File: config.mk
export PLATFORM = sky130hd
export DESIGN_NAME = rr_switch_allocator_flat
export DESIGN_NICKNAME = d
export VERILOG_FILES = /design/src/rtl/router_pkg.sv /design/src/rtl/rr_switch_allocator_if.sv /design/src/rtl/rr_pick.sv /design/src/rtl/rr_switch_allocator.sv /design/src/flat_wrapper.sv
export SDC_FILE = /design/constraint.sdc
export NUM_CORES = 1
export LEC_CHECK = 0
export CAP_MARGIN = 20
export CORE_MARGIN = 10
export CORE_UTILIZATION = 53
export DETAILED_ROUTE_END_ITERATION = 8
export GPL_ROUTABILITY_DRIVEN = 0
export GPL_TIMING_DRIVEN = 0
export HOLD_SLACK_MARGIN = 0.03
export PLACE_DENSITY_LB_ADDON = 0.12
export SLEW_MARGIN = 5
export SYNTH_ARGS = -nofsm -noshare
export SYNTH_HDL_FRONTEND = slang
export SYNTH_SLANG_ARGS = --single-unit
File: constraint.sdc
create_clock -name clk -period 6 [get_ports clk]
set_input_delay 1.2 -clock clk [delete_from_list [all_inputs] [get_ports clk]]
set_output_delay 1.2 -clock clk [all_outputs]
set_load 0.005 [all_outputs]
File: src/rtl/router_pkg.sv
// Shared router parameters and helpers used by route compute and the switch allocator.
package router_pkg;

  localparam int unsigned IN_PORTS       = 5;
  localparam int unsigned OUT_PORTS      = 5;
  localparam int unsigned OUT_PORT_BITS  = 3;
  localparam int unsigned MAX_REQ_BITS   = 256;
  localparam int unsigned MAX_FIELD_BITS = 8;

  // Index width for n ports; never narrower than one bit.
  function automatic int unsigned idx_w(input int unsigned n);
    return (n > 1) ? unsigned'($clog2(n)) : 1;
  endfunction

  // Requested-port field idx out of a packed vector of bits-wide fields.
  function automatic logic [MAX_FIELD_BITS-1:0] req_field(
    input logic [MAX_REQ_BITS-1:0] v,
    input int unsigned             idx,
    input int unsigned             bits
  );
    logic [MAX_REQ_BITS-1:0] mask;
    mask = (MAX_REQ_BITS'(1) << bits) - MAX_REQ_BITS'(1);
    return MAX_FIELD_BITS'((v >> (idx * bits)) & mask);
  endfunction

endpackage

File: src/rtl/rr_switch_allocator_if.sv
// Request/grant bundle between route compute, the allocator and the crossbar.
interface rr_switch_allocator_if #(
  parameter int unsigned IN_PORTS      = router_pkg::IN_PORTS,
  parameter int unsigned OUT_PORTS     = router_pkg::OUT_PORTS,
  parameter int unsigned OUT_PORT_BITS = router_pkg::OUT_PORT_BITS
);

  logic [IN_PORTS-1:0]               requests;
  logic [IN_PORTS*OUT_PORT_BITS-1:0] req_ports;
  logic [IN_PORTS-1:0]               req_tail;
  logic [OUT_PORTS-1:0]              out_ready;
  logic [IN_PORTS-1:0]               grants;
  logic [OUT_PORTS-1:0]              out_locked;

  modport master (
    output requests, req_ports, req_tail, out_ready,
    input  grants, out_locked
  );

  modport slave (
    input  requests, req_ports, req_tail, out_ready,
    output grants, out_locked
  );

endinterface

File: src/rtl/rr_pick.sv
// Rotating-priority picker: first set candidate at or after the pointer, wrapping.
module rr_pick #(
  parameter int unsigned N  = 5,
  parameter int unsigned PW = 3
) (
  input  logic [N-1:0]  cand_i,
  input  logic [PW-1:0] ptr_i,
  output logic [N-1:0]  gnt_c_o,
  output logic          valid_c_o
);

  logic [PW:0]   sum;
  logic [PW-1:0] idx;

  always_comb begin
    gnt_c_o   = '0;
    valid_c_o = 1'b0;
    sum       = '0;
    idx       = '0;
    for (int unsigned k = 0; k < N; k++) begin
      sum = {1'b0, ptr_i} + (PW+1)'(k);
      if (sum >= (PW+1)'(N)) sum = sum - (PW+1)'(N);
      idx = sum[PW-1:0];
      if (!valid_c_o && cand_i[idx]) begin
        gnt_c_o[idx] = 1'b1;
        valid_c_o    = 1'b1;
      end
    end
  end

endmodule

File: src/rtl/rr_switch_allocator.sv
// Per-output strong round-robin switch allocator with optional wormhole lock.
module rr_switch_allocator #(
  parameter int unsigned IN_PORTS      = router_pkg::IN_PORTS,
  parameter int unsigned OUT_PORTS     = router_pkg::OUT_PORTS,
  parameter int unsigned OUT_PORT_BITS = router_pkg::OUT_PORT_BITS,
  parameter bit          LOCK_EN       = 1'b1
) (
  input logic                  clk,
  input logic                  reset,
  rr_switch_allocator_if.slave bus
);

  import router_pkg::*;

  localparam int unsigned PW = idx_w(IN_PORTS);

  logic [PW-1:0]       ptr_q   [OUT_PORTS];
  logic [PW-1:0]       ptr_d   [OUT_PORTS];
  logic [PW-1:0]       owner_q [OUT_PORTS];
  logic [PW-1:0]       owner_d [OUT_PORTS];
  logic [OUT_PORTS-1:0] locked_q, locked_d;
  logic [IN_PORTS-1:0]  grants_q, grants_d;
  logic [IN_PORTS-1:0]  cand     [OUT_PORTS];
  logic [IN_PORTS-1:0]  pick_gnt [OUT_PORTS];
  logic [OUT_PORTS-1:0] pick_vld;

  // Candidate set per output; out-of-range fields match no output.
  always_comb begin
    for (int unsigned o = 0; o < OUT_PORTS; o++) begin
      cand[o] = '0;
      for (int unsigned i = 0; i < IN_PORTS; i++) begin
        cand[o][i] = bus.requests[i] &&
          (req_field(MAX_REQ_BITS'(bus.req_ports), i, OUT_PORT_BITS) == MAX_FIELD_BITS'(o));
      end
    end
  end

  for (genvar g = 0; g < OUT_PORTS; g++) begin : g_pick
    rr_pick #(.N(IN_PORTS), .PW(PW)) u_pick (
      .cand_i    (cand[g]),
      .ptr_i     (ptr_q[g]),
      .gnt_c_o   (pick_gnt[g]),
      .valid_c_o (pick_vld[g])
    );
  end

  // Winner selection, pointer advance and lock bookkeeping.
  always_comb begin
    logic [IN_PORTS-1:0] win;
    ptr_d    = ptr_q;
    owner_d  = owner_q;
    locked_d = locked_q;
    grants_d = '0;
    win      = '0;
    for (int unsigned o = 0; o < OUT_PORTS; o++) begin
      win = '0;
      if (locked_q[o]) begin
        if (bus.out_ready[o] && cand[o][owner_q[o]]) win[owner_q[o]] = 1'b1;
      end else if (bus.out_ready[o] && pick_vld[o]) begin
        win = pick_gnt[o];
      end
      for (int unsigned i = 0; i < IN_PORTS; i++) begin
        if (win[i]) begin
          grants_d[i] = 1'b1;
          ptr_d[o]    = (i == IN_PORTS - 1) ? '0 : PW'(i + 1);
          if (bus.req_tail[i]) begin
            locked_d[o] = 1'b0;
          end else if (LOCK_EN) begin
            locked_d[o] = 1'b1;
            owner_d[o]  = PW'(i);
          end
        end
      end
    end
  end

  always_ff @(posedge clk or posedge reset) begin
    if (reset) begin
      grants_q <= '0;
      locked_q <= '0;
      for (int unsigned o = 0; o < OUT_PORTS; o++) begin
        ptr_q[o]   <= '0;
        owner_q[o] <= '0;
      end
    end else begin
      grants_q <= grants_d;
      locked_q <= locked_d;
      ptr_q    <= ptr_d;
      owner_q  <= owner_d;
    end
  end

  assign bus.grants     = grants_q;
  assign bus.out_locked = locked_q;

endmodule

File: src/flat_wrapper.sv
// flat-port wrapper written by rule: the top's interface ports become plain ports
module rr_switch_allocator_flat import router_pkg::*;
#(
  parameter int unsigned IN_PORTS      = router_pkg::IN_PORTS,
  parameter int unsigned OUT_PORTS     = router_pkg::OUT_PORTS,
  parameter int unsigned OUT_PORT_BITS = router_pkg::OUT_PORT_BITS,
  parameter bit          LOCK_EN       = 1'b1
)
  (clk, reset, bus_requests, bus_req_ports, bus_req_tail, bus_out_ready, bus_grants, bus_out_locked);
  rr_switch_allocator_if #(.IN_PORTS(IN_PORTS), .OUT_PORTS(OUT_PORTS), .OUT_PORT_BITS(OUT_PORT_BITS)) bus_i ();
  input logic clk;
  input logic reset;
  input wire logic [$bits(bus_i.requests)-1:0] bus_requests;
  input wire logic [$bits(bus_i.req_ports)-1:0] bus_req_ports;
  input wire logic [$bits(bus_i.req_tail)-1:0] bus_req_tail;
  input wire logic [$bits(bus_i.out_ready)-1:0] bus_out_ready;
  output wire logic [$bits(bus_i.grants)-1:0] bus_grants;
  output wire logic [$bits(bus_i.out_locked)-1:0] bus_out_locked;
  assign bus_i.requests = bus_requests;
  assign bus_i.req_ports = bus_req_ports;
  assign bus_i.req_tail = bus_req_tail;
  assign bus_i.out_ready = bus_out_ready;
  assign bus_grants = bus_i.grants;
  assign bus_out_locked = bus_i.out_locked;
  rr_switch_allocator #(.IN_PORTS(IN_PORTS), .OUT_PORTS(OUT_PORTS), .OUT_PORT_BITS(OUT_PORT_BITS), .LOCK_EN(LOCK_EN)) u_core (.clk(clk), .reset(reset), .bus(bus_i));
endmodule
Word level (Yosys, flattened, before mapping)
Cells that the tools add are included.
{"block": "classes", "reduce_logical": 115, "add_sub_neg": 45, "n_eq_ne": 20, "n_mux": 340, "magnitude_cmp": 85, "bitwise_logic": 20}
{"operator": "2-to-1 mux 3 bit", "n": 100}
{"operator": "2-to-1 mux 5 bit", "n": 40}
{"operator": "2-to-1 mux 1 bit", "n": 140}
{"operator": "less-than comparator 3 x 4 -> 1 bit (second input constant)", "n": 30}
{"operator": "OR 5 bit", "n": 20}
{"operator": "binary-select mux 1 bit (select 3 bit)", "n": 30}
{"operator": "demux 1 bit (select 3 bit)", "n": 30}
{"operator": ">= comparator 3 x 1 -> 1 bit (second input constant)", "n": 30}
{"operator": "logical AND 1 bit", "n": 85}
{"operator": ">= comparator 4 x 3 -> 1 bit (second input constant)", "n": 20}
{"operator": "subtractor 3 bit (second input constant)", "n": 25}
{"operator": "adder 3 x 2 -> 4 bit (second input constant)", "n": 10}
{"operator": "zero test 8 bit", "n": 5}
{"operator": "equality test 3 x 2 -> 1 bit (second input constant)", "n": 10}
{"operator": "nonzero test 5 bit", "n": 5}
{"operator": "adder 3 x 1 -> 4 bit (second input constant)", "n": 5}
{"operator": "adder 3 x 3 -> 4 bit (second input constant)", "n": 5}
{"operator": "zero test 1 bit", "n": 20}
{"operator": "equality test 3 x 1 -> 1 bit (second input constant)", "n": 5}
{"operator": "equality test 3 bit (second input constant)", "n": 5}
{"operator": ">= comparator 3 bit (second input constant)", "n": 5}
{"block": "word_totals", "ff_bits": 40, "out_inout_bits": 10, "word_cells": 641, "in_bits": 32}

Longest topological paths before layout
{"block": "logic_depth", "word_depth": 29, "ltp_mapped": 17, "depth_no_buf": 15}

Cells and area by module
From an unflattened synthesis, not the netlist that was laid out.
{"block": "hier_totals", "cells_unflattened": 1217, "area_unflattened_um2": 9449.1}
{"module": "rr_pick at u_core.g_pick[0].u_pick ...", "instances": 4, "seq_area_each_um2": 0.0, "area_each_um2": 1285.0, "cells_each": 179}
{"module": "rr_switch_allocator", "instances": 1, "seq_area_each_um2": 1001.0, "area_each_um2": 2990.4, "cells_each": 315}
{"module": "rr_pick at u_core.g_pick[4].u_pick", "instances": 1, "seq_area_each_um2": 0.0, "area_each_um2": 1318.8, "cells_each": 186}

Worst setup path before layout
OpenSTA, ideal clock, no wires.
{"block": "synth_path", "path_type": "register to register", "startpoint": "register u_core.ptr_q[0] (netlist name)", "endpoint": "register u_core.locked_q[4], in the netlist u_core.bus.out_locked[4]", "slack_ps": 1751, "setup_ps": 125, "arrival_time_ps": 4125, "stages_incl_launch_ff": 17, "path_buffers": 2, "t_required_ps": 5875, "period_less_slack_ps": 4249, "path_cell_list": "dfrtp_1 buf_6 buf_2 inv_1 ha_1 inv_1 fa_1 or3_1 and2_1 a221oi_1 o2111ai_4 or4_1 a32o_1 and4_4 nor4_2 o22ai_1 mux2_2"}
{"block": "synth_between", "elab_chain_cells": 24, "word_cells_on_any_way": 84, "classes_between": "add/sub (9); order compare (15); mux (41); bitwise (4); reduce/logical (15)"}
{"item": "start: declaration", "line": "rr_switch_allocator.sv:17", "source": "logic [PW-1:0] ptr_q [OUT_PORTS];"}
{"item": "start signal: assignment", "line": "rr_switch_allocator.sv:88", "source": "ptr_q <= ptr_d;"}
{"item": "branches (longest 18 deep; another with adder 3 x 1 -> 4 bit)"}
{"item": "2-to-1 mux 5 bit (*)", "line": "rr_switch_allocator.sv:59", "source": "end else if (bus.out_ready[o] && pick_vld[o]) begin"}
{"item": "2-to-1 mux 5 bit (*)", "line": "rr_switch_allocator.sv:57", "source": "if (locked_q[o]) begin"}
{"item": "2-to-1 mux 1 bit (4 in series)", "line": "rr_switch_allocator.sv:63", "source": "if (win[i]) begin"}
{"item": "end signal: assignment", "line": "rr_switch_allocator.sv:87", "source": "locked_q <= locked_d;"}
{"item": "end: declaration", "line": "rr_switch_allocator.sv:21", "source": "logic [OUT_PORTS-1:0] locked_q, locked_d;"}
Every way passes the cells marked *. The select of a mux whose other input is x is not followed.
A chain may end at the register's enable or synchronous reset.

Worst setup path after layout
{"block": "layout_path", "startpoint": "input port bus_requests[2]", "endpoint": "register u_core.locked_q[0], in the netlist u_core.bus.out_locked[0]"}
{"block": "layout_between", "elab_chain_cells": 23, "word_cells_on_any_way": 45, "classes_between": "mux (29); bitwise (4); reduce/logical (12)"}
{"item": "start: declaration", "line": "flat_wrapper.sv:13", "source": "input wire logic [$bits(bus_i.requests)-1:0] bus_requests;"}
{"item": "logical AND 1 bit (*)", "line": "rr_switch_allocator.sv:32", "source": "cand[o][i] = bus.requests[i] &&"}
{"item": "binary-select mux 1 bit (select 3 bit)", "line": "rr_pick.sv:24", "source": "if (!valid_c_o && cand_i[idx]) begin"}
{"item": "2-to-1 mux 1 bit (implied by the code)", "line": "rr_pick.sv:24"}
{"item": "2-to-1 mux 1 bit", "line": "rr_pick.sv:24"}
{"item": "zero test 1 bit", "line": "rr_pick.sv:24"}
{"item": "logical AND 1 bit", "line": "rr_pick.sv:24"}
{"item": "2-to-1 mux 1 bit", "line": "rr_pick.sv:24"}
{"item": "zero test 1 bit", "line": "rr_pick.sv:24"}
{"item": "(+4 left out)"}
{"item": "2-to-1 mux 1 bit", "line": "rr_pick.sv:24"}
{"item": "zero test 1 bit", "line": "rr_pick.sv:24"}
{"item": "logical AND 1 bit", "line": "rr_pick.sv:24"}
{"item": "2-to-1 mux 1 bit", "line": "rr_pick.sv:24"}
{"item": "logical AND 1 bit", "line": "rr_switch_allocator.sv:59"}
{"item": "2-to-1 mux 5 bit", "line": "rr_switch_allocator.sv:59"}
{"item": "2-to-1 mux 5 bit (*)", "line": "rr_switch_allocator.sv:57"}
{"item": "2-to-1 mux 1 bit (4 in series)", "line": "rr_switch_allocator.sv:63"}
Every way passes the cells marked *; elsewhere a longest branch is shown, timed or not. The select of a mux whose other input is x is not followed.

==> results_dict.tcl <==
set metrics [dict create \
    status "finished clean" \
    grt_pass1_wl_um 46700 \
    cts_made_buffers 5 \
    hpwlAfterDp_um 22500 \
    seqPwrFrac 0.099 \
    path_cells "clkdlybuf4s50_1, nor4b_1, o21ai_0, a21oi_1, or3_4, nor3_1, o31ai_1, a21oi_1, a31oi_1, or4bb_1, o211a_1" \
    grt_max_degree 38 \
    use_met2 0.392 \
    clkSinkCount 40 \
    leakagePower_nw 3.70 \
    wl_um 28700 \
    final_cell_mix "nand2_1 (106), a21oi_1 (93), nor2_1 (88)" \
    fill_cells 1507 \
    cts_setup_buffers 0 \
    swShare 0.577 \
    p_int_mw 2.51 \
    r2r_slack_ns 0.88 \
    clockRootBuffer "clkbuf_16" \
    multi_input_area_um2 7280 \
    yosysTopAreaCell "dfrtp_1" \
    ant_nets 0 \
    antenna_found_initial 1 \
    hold_viol_final 0 \
    fin_hold_ws_ns 0.539 \
    core_um2 16100 \
    max_stage_delay_ns 0.91 \
    yosysTopAreaCellShare 0.114 \
    synth.area.top_cells "dfrtp_1 (11%), ha_1 (5.7%), a21oi_1 (5.3%)" \
    startpoint "bus_requests[2]" \
    skew_ns 0.00456 \
    die_y_um 149 \
    cts_hold_buf 0 \
    synth_fp_nets 1281 \
    period_share 0.864 \
    crit_slowest_cell "nor4b_1" \
    use_met1 0.347 \
    synth_edf_count 0 \
    setup_viol 0 \
    p_sw_mw 3.42 \
    die_area_um2 22100 \
    ys_ff_latch 40 \
    power_frac_comb 0.848 \
    ys_warn_count 0 \
    final-seq-area_um2 1000 \
    die_width_um 149 \
    path_common_cell "a21oi_1" \
    drive_gt1_frac 0.0876 \
    ys_seq_area_frac 0.114 \
    cp_max_fo 8 \
    avgSynthCellArea_um2 7.29 \
    wl_per_cell_um 19.7 \
    clock_latency_ns 0.28 \
    p_clk_frac 0.053 \
    worstSetupStartpointType "input port" \
    cts.htree.levels 2 \
    drc 0 \
    min_path_type "reg2reg" \
    synthFlopType "dfrtp_1" \
    top_usage_layer "met2" \
    tightest_slew_ns 1.08 \
    drt-initial-drc-count 1194 \
    period_needed_ns 5.19 \
    final_common_cell "nand2_1" \
    io_buffers 31 \
    fmax_mhz 193 \
    r2r-start "u_core.ptr_q[9]" \
    grt_usage 0.248 \
    setup_tns_ns 0 \
    crit_required_ns 6.17 \
    maxCapViolCount 0 \
    power_density_nw_per_um2 622 \
    grt-ovfl-total 0 \
    hp-start "u_core.owner_q[2]" \
    synthArstFlopShare 1.00 \
    use_met3 0.0258 \
    crit_type "in2reg" \
    start_util 0.546 \
    clock_path_buffers 2 \
    nNetsFinal 1321 \
    worstHoldEndpoint "u_core.owner_q[2]" \
    grt_pass1_vias 9102 \
    rsz0062_at_grt "no" \
    via_count 10117 \
    synthCells 1204 \
    cts.clk_slew.worst_paths_ns 0.06 \
    area_delta_synth_final_pct 8.88 \
    critPathCaptureType "flop" \
    hold_depth 1 \
    io_pins 42 \
    drv_slew 0 \
    r2r_cells 14 \
    maxSlewHeadroom 0.267 \
    rr_endpoint "u_core.bus.grants[1]" \
    placement_rows 46 \
    yosysUniqueCellTypes 112 \
    ir_drop_mv 0.329 \
    synth_area_um2 8770 \
    cts_resized 0 \
    arrival_ns 5.36 \
    vias_per_cell 6.92 \
    cts_tree "yes" \
    dr.pass1.iters 7 \
]
==> metrics by stage <==
stage | cells | util | setup WS (ns) | cell area [µm²] | power, mW
2_1_floorplan | 1204 | - | 1.75 | 8770 | 4.41
3_3_place_gp | 1451 | 0.583 | 0.551 | 9350 | 5.42
3_5_place_dp | 1453 | 0.584 | 0.591 | 9380 | 5.47
4_1_cts | 1461 | 0.595 | 0.880 | 9550 | 5.81
5_1_grt | 1461 | 0.595 | 0.563 | 9550 | 6.49
6_report | 1462 | 0.595 | 0.813 | 9550 | 5.94
==> critical path, delay by kind of cell <==
family,cells,cell delay [ns]
AOI/OAI and AO/OA,6,1.77
buffers and inverters,1,0.65
and+or+nand+nor,4,1.74
==> sequential cells by signal, indices dropped and copies added, names as in the netlist <==
register and count:
u_core.bus.out_locked 5, u_core.bus.grants 5, u_core.ptr_q 15, u_core.owner_q 15
==> layer usage <==
layer	vias to the layer above	part of all wire
li1	4780	-
met1	4745	0.44
met2	529	0.45
met3	63	0.086
met4	0	0.027
met5	-	0
==> power groups by stage <==
stage	Clock (mW)	Sequential, mW	Combinational, mW
6_report	0.313	0.590	5.03
3_5_place_dp	0	0.590	4.88
4_1_cts	0.314	0.585	4.91
3_3_place_gp	0	0.589	4.83
5_1_grt	0.326	0.612	5.55
2_1_floorplan	0	0.526	3.88
==> cell families after synthesis <==
family,share of synthesized area
flip-flops,0.114
adder cells (fa/ha/maj),0.0685
multiplexers,0.0513
AND/OR/NAND/NOR,0.341
XOR/XNOR,0.0140
buffers and inverters,0.0562
AO/OA/AOI/OAI,0.355
==> how the worst max path moves through the flow <==
stage,endpoint,slack (ns)
floorplan,u_core.bus.out_locked[4],1.75
global placement,u_core.bus.out_locked[0],0.55
detailed placement,u_core.bus.out_locked[0],0.59
CTS,u_core.bus.out_locked[0],0.88
global route,u_core.owner_q[11],0.56
finish,u_core.bus.out_locked[0],0.81
==> cells in the mapped netlist, types with 8 or more instances <==
cell and number:
o22ai_1 22, ha_1 40, o21ai_0 54, nor2_1 88, or3_1 15, nor2b_1 37, or2_2 16, nand4_1 20
xnor2_1 14, nor3_1 38, nand2b_1 30, a21oi_1 93, nand4b_1 10, and2_1 10, a221oi_1 11, inv_1 52
dfrtp_1 40, a211oi_1 24, o21ai_1 8, nand2_1 106, and3_1 9, nand3_1 38, o31ai_1 15, nor4bb_1 9
a21o_1 14, buf_2 21, nor4_1 15, nand3b_1 10, or4_1 10, o2111ai_1 8, nor3b_1 12, a21boi_0 8
clkbuf_1 25, o21a_1 12, mux2i_1 31, a31oi_1 18, o211ai_1 14
==> area by class of cell <==
type / count / area share
clock buffer: 5 / 0.0131
tap: 216 / 0.0283
buffer: 56 / 0.0288
antenna: 1 / 0.000262
inverter: 58 / 0.0228
multi-input combinational: 1050 / 0.762
clock inverter: 3 / 0.00485
timing repair buffer: 33 / 0.0351
sequential: 40 / 0.105
Note: power is estimated with default switching activity, not from simulation.
